**src/rtl/button_keyboard.sv**
```systemverilog
// Monophonic 8-key front end: debounces active-low buttons on the sample tick, picks the
// lowest held key and drives oscillator increment, envelope gate and note. Glide: BUTTON_KEYBOARD_GLIDE_EN.
module button_keyboard #(
    parameter int DEBOUNCE_TICKS = 64
`ifdef BUTTON_KEYBOARD_GLIDE_EN
    , parameter int GLIDE_STEP = 64
`endif
) (
    input  logic        clk,
    input  logic        reset,
    input  logic        sample_clock,
    input  logic [7:0]  btn,
    output logic [20:0] increment,
    output logic        gate,
    output logic [2:0]  note
);

    localparam logic [7:0] DbLast = 8'(DEBOUNCE_TICKS - 1);

    typedef enum logic [1:0] {StIdle, StPlay, StRetrig} state_t;

    state_t      state_q, state_d;
    logic [7:0]  btn_s1_q, btn_s2_q, accepted_q;
    logic [7:0]  cnt_q [8];
    logic        sclk_q, sclk_prev_q, tick;
    logic [7:0]  held;
    logic        any_held;
    logic [2:0]  key;
    logic [20:0] increment_d;
    logic [2:0]  note_d;
    logic        gate_d;

    function automatic logic [20:0] target(input logic [2:0] k);
        unique case (k)
            3'd0: target = 21'd17582;
            3'd1: target = 21'd19729;
            3'd2: target = 21'd22145;
            3'd3: target = 21'd23420;
            3'd4: target = 21'd26306;
            3'd5: target = 21'd29527;
            3'd6: target = 21'd33151;
            default: target = 21'd35097;
        endcase
    endfunction

`ifdef BUTTON_KEYBOARD_GLIDE_EN
    // Step toward tgt, landing exactly on it once within one step.
    function automatic logic [20:0] glide(input logic [20:0] cur, input logic [20:0] tgt);
        logic signed [21:0] diff;
        diff = $signed({1'b0, tgt}) - $signed({1'b0, cur});
        if (diff > $signed(22'(GLIDE_STEP)))       glide = cur + 21'(GLIDE_STEP);
        else if (diff < -$signed(22'(GLIDE_STEP))) glide = cur - 21'(GLIDE_STEP);
        else                                        glide = tgt;
    endfunction
`endif

    assign tick = sclk_q & ~sclk_prev_q;

    always_ff @(posedge clk) begin
        if (reset) begin
            btn_s1_q    <= '1;
            btn_s2_q    <= '1;
            accepted_q  <= '1;
            sclk_q      <= 1'b0;
            sclk_prev_q <= 1'b0;
            for (int i = 0; i < 8; i++) cnt_q[i] <= '0;
        end else begin
            btn_s1_q    <= btn;
            btn_s2_q    <= btn_s1_q;
            sclk_q      <= sample_clock;
            sclk_prev_q <= sclk_q;
            if (tick) begin
                for (int i = 0; i < 8; i++) begin
                    if (btn_s2_q[i] == accepted_q[i]) begin
                        cnt_q[i] <= '0;
                    end else if (cnt_q[i] == DbLast) begin
                        accepted_q[i] <= btn_s2_q[i];
                        cnt_q[i]      <= '0;
                    end else begin
                        cnt_q[i] <= cnt_q[i] + 8'd1;
                    end
                end
            end
        end
    end

    assign held     = ~accepted_q;
    assign any_held = |held;

    always_comb begin
        key = 3'd0;
        for (int i = 7; i >= 0; i--) begin
            if (held[i]) key = 3'(i);
        end
    end

    always_ff @(posedge clk) begin
        if (reset) begin
            state_q   <= StIdle;
            increment <= '0;
            gate      <= 1'b0;
            note      <= '0;
        end else begin
            state_q   <= state_d;
            increment <= increment_d;
            gate      <= gate_d;
            note      <= note_d;
        end
    end

    always_comb begin
        state_d = state_q;
        if (tick) begin
            unique case (state_q)
                StIdle:   if (any_held) state_d = StPlay;
                StPlay: begin
                    if (!any_held)        state_d = StIdle;
                    else if (key != note) state_d = StRetrig;
                end
                default:  state_d = any_held ? StPlay : StIdle;
            endcase
        end
    end

    // Released notes keep increment/note for the envelope's release tail.
    always_comb begin
        increment_d = increment;
        note_d      = note;
        gate_d      = gate;
        if (tick) begin
            gate_d = (state_d == StPlay);
            if (any_held) begin
                note_d = key;
                if (state_q == StIdle) begin
                    increment_d = target(key);
                end else begin
`ifdef BUTTON_KEYBOARD_GLIDE_EN
                    increment_d = glide(increment, target(key));
`else
                    increment_d = target(key);
`endif
                end
            end
        end
    end

endmodule
```
**config.mk**
```make
export PLATFORM = sky130hd
export DESIGN_NAME = button_keyboard
export DESIGN_NICKNAME = d
export VERILOG_FILES = /design/src/rtl/button_keyboard.sv
export SDC_FILE = /design/constraint.sdc
export NUM_CORES = 1
export LEC_CHECK = 0
export BUFFER_PORTS_ARGS = -buffer_cell sky130_fd_sc_hd__buf_2
export CORE_MARGIN = 3
export CORE_UTILIZATION = 54
export CTS_CLUSTER_SIZE = 16
export DETAILED_ROUTE_END_ITERATION = 12
export PLACE_DENSITY = 0.75
export SLEW_MARGIN = 20
export SYNTH_ARGS = -nofsm -noshare
export SYNTH_HDL_FRONTEND = slang
export SYNTH_SLANG_ARGS = --single-unit
```
**constraint.sdc**
```tcl
create_clock -name clk -period 2.4 [get_ports clk]
set_input_delay 0.48 -clock clk [delete_from_list [all_inputs] [get_ports clk]]
set_output_delay 0.48 -clock clk [all_outputs]
set_load 0.01 [all_outputs]
```
# After elaboration in Yosys (flattened, before gate mapping)
# Memory sizes are Yosys's and may differ from the RTL's.
# Cells that the tools add are included.
[word_totals]
regBits = 53
ram_bits = 64
inputBits = 11
wordCells = 250
n_memories = 1
[mem_list]
columns = ["memory", "words", "word_bits", "read_ports", "rd_clocked_by_memory_dff", "wr", "line_no", "source"]
rows = [
  ["cnt_q", 8, 8, 8, 0, 8, "24", "logic [7:0] cnt_q [8];"],
]
[op_classes]
add_sub_neg = 8
n_eq_ne = 25
muxes = 153
bitwise = 35
n_reduce_logical = 12
[ops]
columns = ["op", "n"]
rows = [
  ["8-bit 2-to-1 mux", 24],
  ["1-bit 2-to-1 mux", 115],
  ["16-bit case mux with 7 select lines", 1],
  ["8-bit by 1-bit adder with 8-bit output (second input constant)", 8],
  ["8-bit by 6-bit == test with 1-bit output (second input constant)", 8],
  ["3-bit 2-to-1 mux", 8],
  ["1-bit OR", 24],
  ["3-bit AND reduction", 8],
  ["3-bit == test (second input constant)", 3],
  ["1-bit inverter", 9],
  ["1-bit == test", 8],
  ["2-bit 2-to-1 mux", 4],
  ["8-bit inverter", 1],
  ["8-bit OR reduction", 1],
  ["3-bit by 2-bit == test with 1-bit output (second input constant)", 2],
  ["2-bit by 1-bit == test with 1-bit output (second input constant)", 2],
  ["2-bit case mux with 2 select lines", 1],
  ["3-bit by 1-bit == test with 1-bit output (second input constant)", 1],
  ["3-bit logical NOT", 1],
  ["3-bit != test", 1],
  ["2-bit logical NOT", 1],
  ["2-bit AND reduction", 1],
  ["1-bit bitwise AND", 1],
]

# Longest topological paths before layout
# Gate-level depths: netlist of run 1.
[depth]
ltp_word = 15
depth_mapped = 7

# Worst setup path before layout of run 1
# No wires, ideal clock.
[synth_path]
path_type = "input -> register"
startpoint = "input reset"
endpoint = "memory cnt_q[0][0] (enable)"
setup_time_ps = 418
arrival_ps = 2150
setup_slack_ps = -168
path_stages = 3
n_path_buf = 1
cell_sequence = "clkbuf_1 nor2_1 inv_1"
[synth_rtl]
columns = ["item", "line_no", "source"]
rows = [
  ["from (decl)", "10", "input logic reset,"],
  ["to (decl)", "24", ""],
]

# Worst setup path after layout of run 1
[layout_path]
startpoint = "register accepted_q[6]"
endpoint = "register increment[2]"
[layout_via]
elab_chain_cells = 10
[layout_lines]
columns = ["item", "line_no", "source"]
rows = [
  ["from (decl)", "23", "logic [7:0] btn_s1_q, btn_s2_q, accepted_q;"],
  ["from (signal, indexed assignment)", "77", "accepted_q[i] <= btn_s2_q[i];"],
  ["8-bit inverter *", "87", "assign held = ~accepted_q;"],
  ["3-bit 2-to-1 mux * (7 in series)", "93", "if (held[i]) key = 3'(i);"],
  ["named net key[1]", "28", "logic [2:0] key;"],
  ["3-bit == test, or another cell as far along", "34", "unique case (k)"],
  ["16-bit case mux with 7 select lines *", "34", ""],
  ["to (signal assigned)", "105", "increment <= increment_d;"],
  ["to (decl)", "13", "output logic [20:0] increment,"],
]
# The timed path passes the listed nets; every way through them passes the cells marked *.
# A chain may end at the register's enable or synchronous reset.

==> run metrics, run 1 <==
outcome complete, no violations; CTS max path bufs 2; Synth Area per Inst 10.4 µm²; PnR Total Power 0.00335 W; CTS buffer count 9; crit path kind reg -> reg; IO Port Bufs 30; row cnt 35; crit-path cells nand2_1, nand3_1, a31oi_2, inv_1, fa_1, a32o_1; setup violators final 0; area post-placement 0.00550 mm²; Post-synth EDFFs 64; DIE HEIGHT 104 µm; Setup Skew 0.00821 ns; Reg-to-Reg Start accepted_q[6]; Reg2Reg Setup Slack 0.34 ns; Cell variety after synth 55; CTS resizes 0; # diodes 0; Syn-to-layout area delta 8.68%; Core ar. 0.00933 mm²; H-Tree Depth 3; Routed WL 9350 µm; hold depth 2; post-CTS setup buffer count 0; Top FF cell, synth edfxtp_1; maximum vdd drop 0.409 mV; nets@finish 558; Hold Path Origin btn[7]; Slew Viols, Final 0; Die Wd 104 µm; Mapped Area 0.00523 mm²; Synth area leader edfxtp_1; fmax 0.486 GHz; first-pass GRT wire length 16400 µm; adder-cell share of the synthesized area 0.0268; HP Class in -> reg; layout cells sized above 1 0.153; Reg2Reg Depth 6; multiplexer share of the synthesized area 0; R2R Path End increment[2]; Setup TNS 0 ns; area share of the largest cell type after synthesis 0.367; All-Layer GR Usage 0.182; Post-Syn Instances 504; PwrDens 589 mW/mm²; Pre-Repair DR Iteration Count 5; leak pwr 2.09 nW; HPWL Detailed 6720 µm; vias in the first global route 3587; Final Instance Area 0.00569 mm²; Critical Path AT 2.33 ns; Compound-Gate Fraction of Synth Area 0.0602; Vias/cell 5.37; Detail Route Antenna Nets 0; Crit. End Element flop; dpl cells 655; Synth Area in Simple Gates 0.238; Slew headroom 0.440; DRT iter0 DRCs 193; largest family of logic cells by synthesized area simple AND/OR/NAND/NOR gates; asr flop ratio synth 0; synth top area cells edfxtp_1, dfxtp_1, nor2_1, xor2_1, xnor2_1; register bit total from synthesis 111; CP startpoint kind flop; Root Driver clkbuf_8; final worst path period need 2.06 ns; xor/xnor share of the synthesized area 0.0937; Slowest cell on crit path fa_1; end of the worst hold path btn_s1_q[7]; period utilization 0.857; Starting Density 0.561; Req. time, crit path 2.67 ns; GP Congestion 0.829; I/O pin cnt 36; unrepaired setup endpoints after global routing no; Die Area 0.0109 mm²; register area share after synthesis 0.547; Finished Layout Cells 671; endpoints failing hold 0; max incr delay on CP 0.48 ns; GRT overflow 0; Synth Warn # 0; Worst-Skew Late Latency 0.36 ns; wire per inst 13.9 µm; Worst Max-Slew Pin Slew 0.840 ns; Clock Sinks 111; CP max FO 7; maximum capacitance violations 0; Via Count 3605; Worst-path clk slew 0.10 ns; largest net degree at the start of global routing 36; residual DRC count 0; hold-fix buffers at CTS 0; CTS tree yes; initial antenna violation count 0
-- where the power goes --
part	internal, W	switching, W
Combinational	0.0000705	0.0000946
Clock	0.000443	0.000599
Sequential	0.00208	0.0000610
-- how the worst max path moves through the flow --
| stage | cells past startpoint | slack, ns | startpoint | to |
|---|---|---|---|---|
| global placement | 4 | 0.36 | reset | cnt_q[1][3] |
| detailed placement | 4 | 0.32 | reset | cnt_q[1][3] |
| floorplan | 3 | 0.02 | reset | cnt_q[0][0] |
| CTS | 6 | 0.35 | accepted_q[6] | increment[2] |
| finish | 6 | 0.34 | accepted_q[6] | increment[2] |
| global route | 6 | 0.20 | accepted_q[6] | increment[2] |
-- cell usage after synthesis, drive strengths merged (7+ instances only) --
master,count
nor2,97
edfxtp,64
dfxtp,47
xor2,35
nand2,31
nand3,30
xnor2,21
or2,19
nand4,16
a21oi,14
o21ai,14
and3,13
inv,13
buf,11
nand3b,9
clkbuf,8
ha,8
nor3,8
nor2b,7
-- cell usage in the layout (no fill, tap or decap), types with 8 or more instances in the layout --
master     n
a21oi_1   13
nand3_1   30
nand3b_1   9
ha_1       8
o21ai_0   12
nand2_1   30
dfxtp_1   47
nor2_1    95
or2_2     19
nand4_1   14
clkbuf_8   9
buf_2     30
nor3_1     8
edfxtp_1  64
and3_1    13
xor2_1    35
xnor2_1   21
inv_1     11
-- through the flow --
stage / util / setup slack (ns) / hold WS [ns]
finish: 0.610 / 0.342 / 0.291
global route: 0.610 / 0.202 / 0.278
CTS: 0.610 / 0.354 / 0.276
detailed placement: 0.590 / 0.318 / 0.395
global placement: 0.590 / 0.356 / 0.394
floorplan: - / 0.0245 / 0.389
-- cells by family (layout without fill, tap and decap cells) --
group / Yosys count / in the layout
and+or+nand+nor: 247 / 247
DFF: 111 / 111
xor gates and xnor gates: 56 / 56
AOI/OAI and AO/OA: 47 / 47
buffers and inverters: 32 / 66
adders and majority gates: 10 / 10
other: 1 / 5
-- sequential cells by signal, indices dropped and copies added (netlist names) --
register and cells:
sclk_prev_q 1, btn_s1_q 8, accepted_q 8, note 3
increment 15, sclk_q 1, cnt_q 64, btn_s2_q 8
state_q 2, gate 1
-- area by class of cell --
class / instances / area, µm²
clock buffer: 12 / 156
sequential: 111 / 2860
inverter: 13 / 52.6
tap: 129 / 161
timing repair buffer: 37 / 215
clock inverter: 4 / 27.5
multi-input combinational: 365 / 2210
fill: 768 / 3640
-- critical path, delay by kind of cell (launching register included) --
family | cells | cell delay, ns
compound gates | 2 | 0.66
fa+ha+maj | 1 | 0.48
flops | 1 | 0.37
simple gates | 2 | 0.33
buf+inv | 1 | 0.11
-- per-layer routing --
layer | track usage | vias to the layer above | share of wire
met5 | 0 | - | 0
met4 | 0.0475 | 0 | 0.012
met3 | 0.0416 | 15 | 0.035
met2 | 0.309 | 55 | 0.49
met1 | 0.234 | 1727 | 0.46
li1 | - | 1808 | -
No activity file was read; power rests on OpenSTA's default activity.
==> run 2: changes to the inputs <==
CORE_UTILIZATION = 55   (was 54)
CTS_BUF_LIST = sky130_fd_sc_hd__clkbuf_4 sky130_fd_sc_hd__clkbuf_8   (was not set)
PLACE_DENSITY = 0.76   (was 0.75)
==> run metrics, run 2 (synthesis gave the netlist of run 1 again) <==
Worst Max-Slew Pin Slew 0.859 ns (was 0.840 ns); Req. time, crit path 2.66 ns (was 2.67 ns); vias in the first global route 3424 (was 3587); first-pass GRT wire length 15900 µm (was 16400 µm); All-Layer GR Usage 0.177 (was 0.182); outcome complete, no violations (unchanged); post-CTS setup buffer count 0 (unchanged); CTS tree yes (unchanged); Slew Viols, Final 0 (unchanged); Core ar. 0.00898 mm² (was 0.00933 mm²); Worst-path clk slew 0.10 ns (about the same); Clock Sinks 111 (unchanged); maximum vdd drop 0.483 mV (was 0.409 mV); Die Area 0.0107 mm² (was 0.0109 mm²); nets@finish 557 (was 558); wire per inst 13.9 µm (about the same); residual DRC count 0 (unchanged); Detail Route Antenna Nets 0 (unchanged); period utilization 0.853 (was 0.857); area post-placement 0.00548 mm² (was 0.00550 mm²); largest registers cnt_q: 64 flops, increment: 15 flops (unchanged); Die Wd 104 µm (about the same); Vias/cell 5.42 (was 5.37); layout cells sized above 1 0.150 (was 0.153); # diodes 0 (unchanged); CP startpoint kind flop (unchanged); CP max FO 7 (unchanged); initial antenna violation count 0 (unchanged); H-Tree Depth 3 (unchanged); largest net degree at the start of global routing 55 (was 36); Routed WL 9260 µm (was 9350 µm); Crit. End Element flop (unchanged); final worst path period need 2.05 ns (was 2.06 ns); CTS max path bufs 2 (unchanged); fmax 0.488 GHz (was 0.486 GHz); Root Driver clkbuf_8 (unchanged); Pre-Repair DR Iteration Count 4 (was 5); Final Instance Area 0.00567 mm² (was 0.00569 mm²); most frequent cells in the layout nor2_1, edfxtp_1, dfxtp_1, xor2_1 (unchanged); Setup TNS 0 ns (unchanged); # fillers 718 (was 768); CTS resizes 0 (unchanged); CTS buffer count 9 (unchanged); GP Congestion 0.857 (was 0.829); most flop-heavy register cnt_q (unchanged); GRT overflow 0 (unchanged); I/O pin cnt 36 (unchanged); HP Class in -> reg (unchanged); PwrDens 595 mW/mm² (was 589 mW/mm²); maximum capacitance violations 0 (unchanged); crit path kind reg -> reg (unchanged); Starting Density 0.583 (was 0.561); Critical Path AT 2.31 ns (was 2.33 ns); leak pwr 2.08 nW (was 2.09 nW); PnR Total Power 0.00337 W (was 0.00335 W); Via Count 3614 (was 3605); HPWL Detailed 6540 µm (was 6720 µm); hold-fix buffers at CTS 0 (unchanged); DRT iter0 DRCs 298 (was 193); Largest register FFs 64 (unchanged); Syn-to-layout area delta 8.27% (was 8.68%); setup violators final 0 (unchanged); Worst-Skew Late Latency 0.36 ns (about the same); most common cell after layout, fill and taps aside nor2_1 (unchanged); DIE HEIGHT 104 µm (about the same); Setup Skew 0.0118 ns (was 0.00821 ns); Slew headroom 0.428 (was 0.440); unrepaired setup endpoints after global routing no (unchanged); row cnt 34 (was 35); endpoints failing hold 0 (unchanged); IO Port Bufs 30 (unchanged)
run 2: area by class of cell:
class / instances / area (µm²) / share of cell area
clock buffers: 9 / 124 / 0.0219
clock inverters: 7 / 62.6 / 0.0110
inverters: 13 / 52.6 / 0.00927
multi-input cells: 365 / 2210 / 0.390
flip-flops and latches: 111 / 2860 / 0.505
well taps: 126 / 158 / 0.0278
repair buffers: 36 / 195 / 0.0344
run 2: critical path, stage by stage, from the launching register on:
cell and delay (ns):
dfxtp_1 0.37, nand2_1 0.16, nand3_1 0.17, a31oi_2 0.43, inv_1 0.12, fa_1 0.48
a32o_1 0.23
run 2: layer usage:
metal / track usage / wire [µm] / vias up
met5: 0 / 0 / -
met4: 0.0513 / 161 / 0
met3: 0.0435 / 341 / 17
met2: 0.296 / 4410 / 80
met1: 0.231 / 4340 / 1705
li1: - / - / 1812
run 2: where the power goes:
| group | switching [W] | leakage [nW] | internal [W] |
|---|---|---|---|
| Sequential | 0.0000602 | 1.06 | 0.00208 |
| Clock | 0.000593 | 0.0921 | 0.000475 |
| Combinational | 0.0000935 | 0.925 | 0.0000661 |
| Total | 0.000747 | 2.08 | 0.00262 |
run 2: path summary, 6_finish.rpt:
path,cells past startpoint,startpoint,slack (ns),endpoint
max,6,accepted_q[6],0.35,increment[2]
min,2,btn[7],0.30,btn_s1_q[7]
max reg2reg,6,accepted_q[6],0.35,increment[2]
min reg2reg,1,btn_s1_q[5],0.41,btn_s2_q[5]
run 2: through the flow:
| step | setup WS [ns] | instances | hold WS, ns | util |
|---|---|---|---|---|
| finish | 0.352 | 667 | 0.299 | 0.631 |
| detailed placement | 0.391 | 651 | 0.394 | 0.611 |
| CTS | 0.369 | 667 | 0.282 | 0.631 |
| floorplan | 0.0245 | 508 | 0.389 | - |
| global route | 0.173 | 667 | 0.279 | 0.631 |
| global placement | 0.426 | 651 | 0.394 | 0.611 |
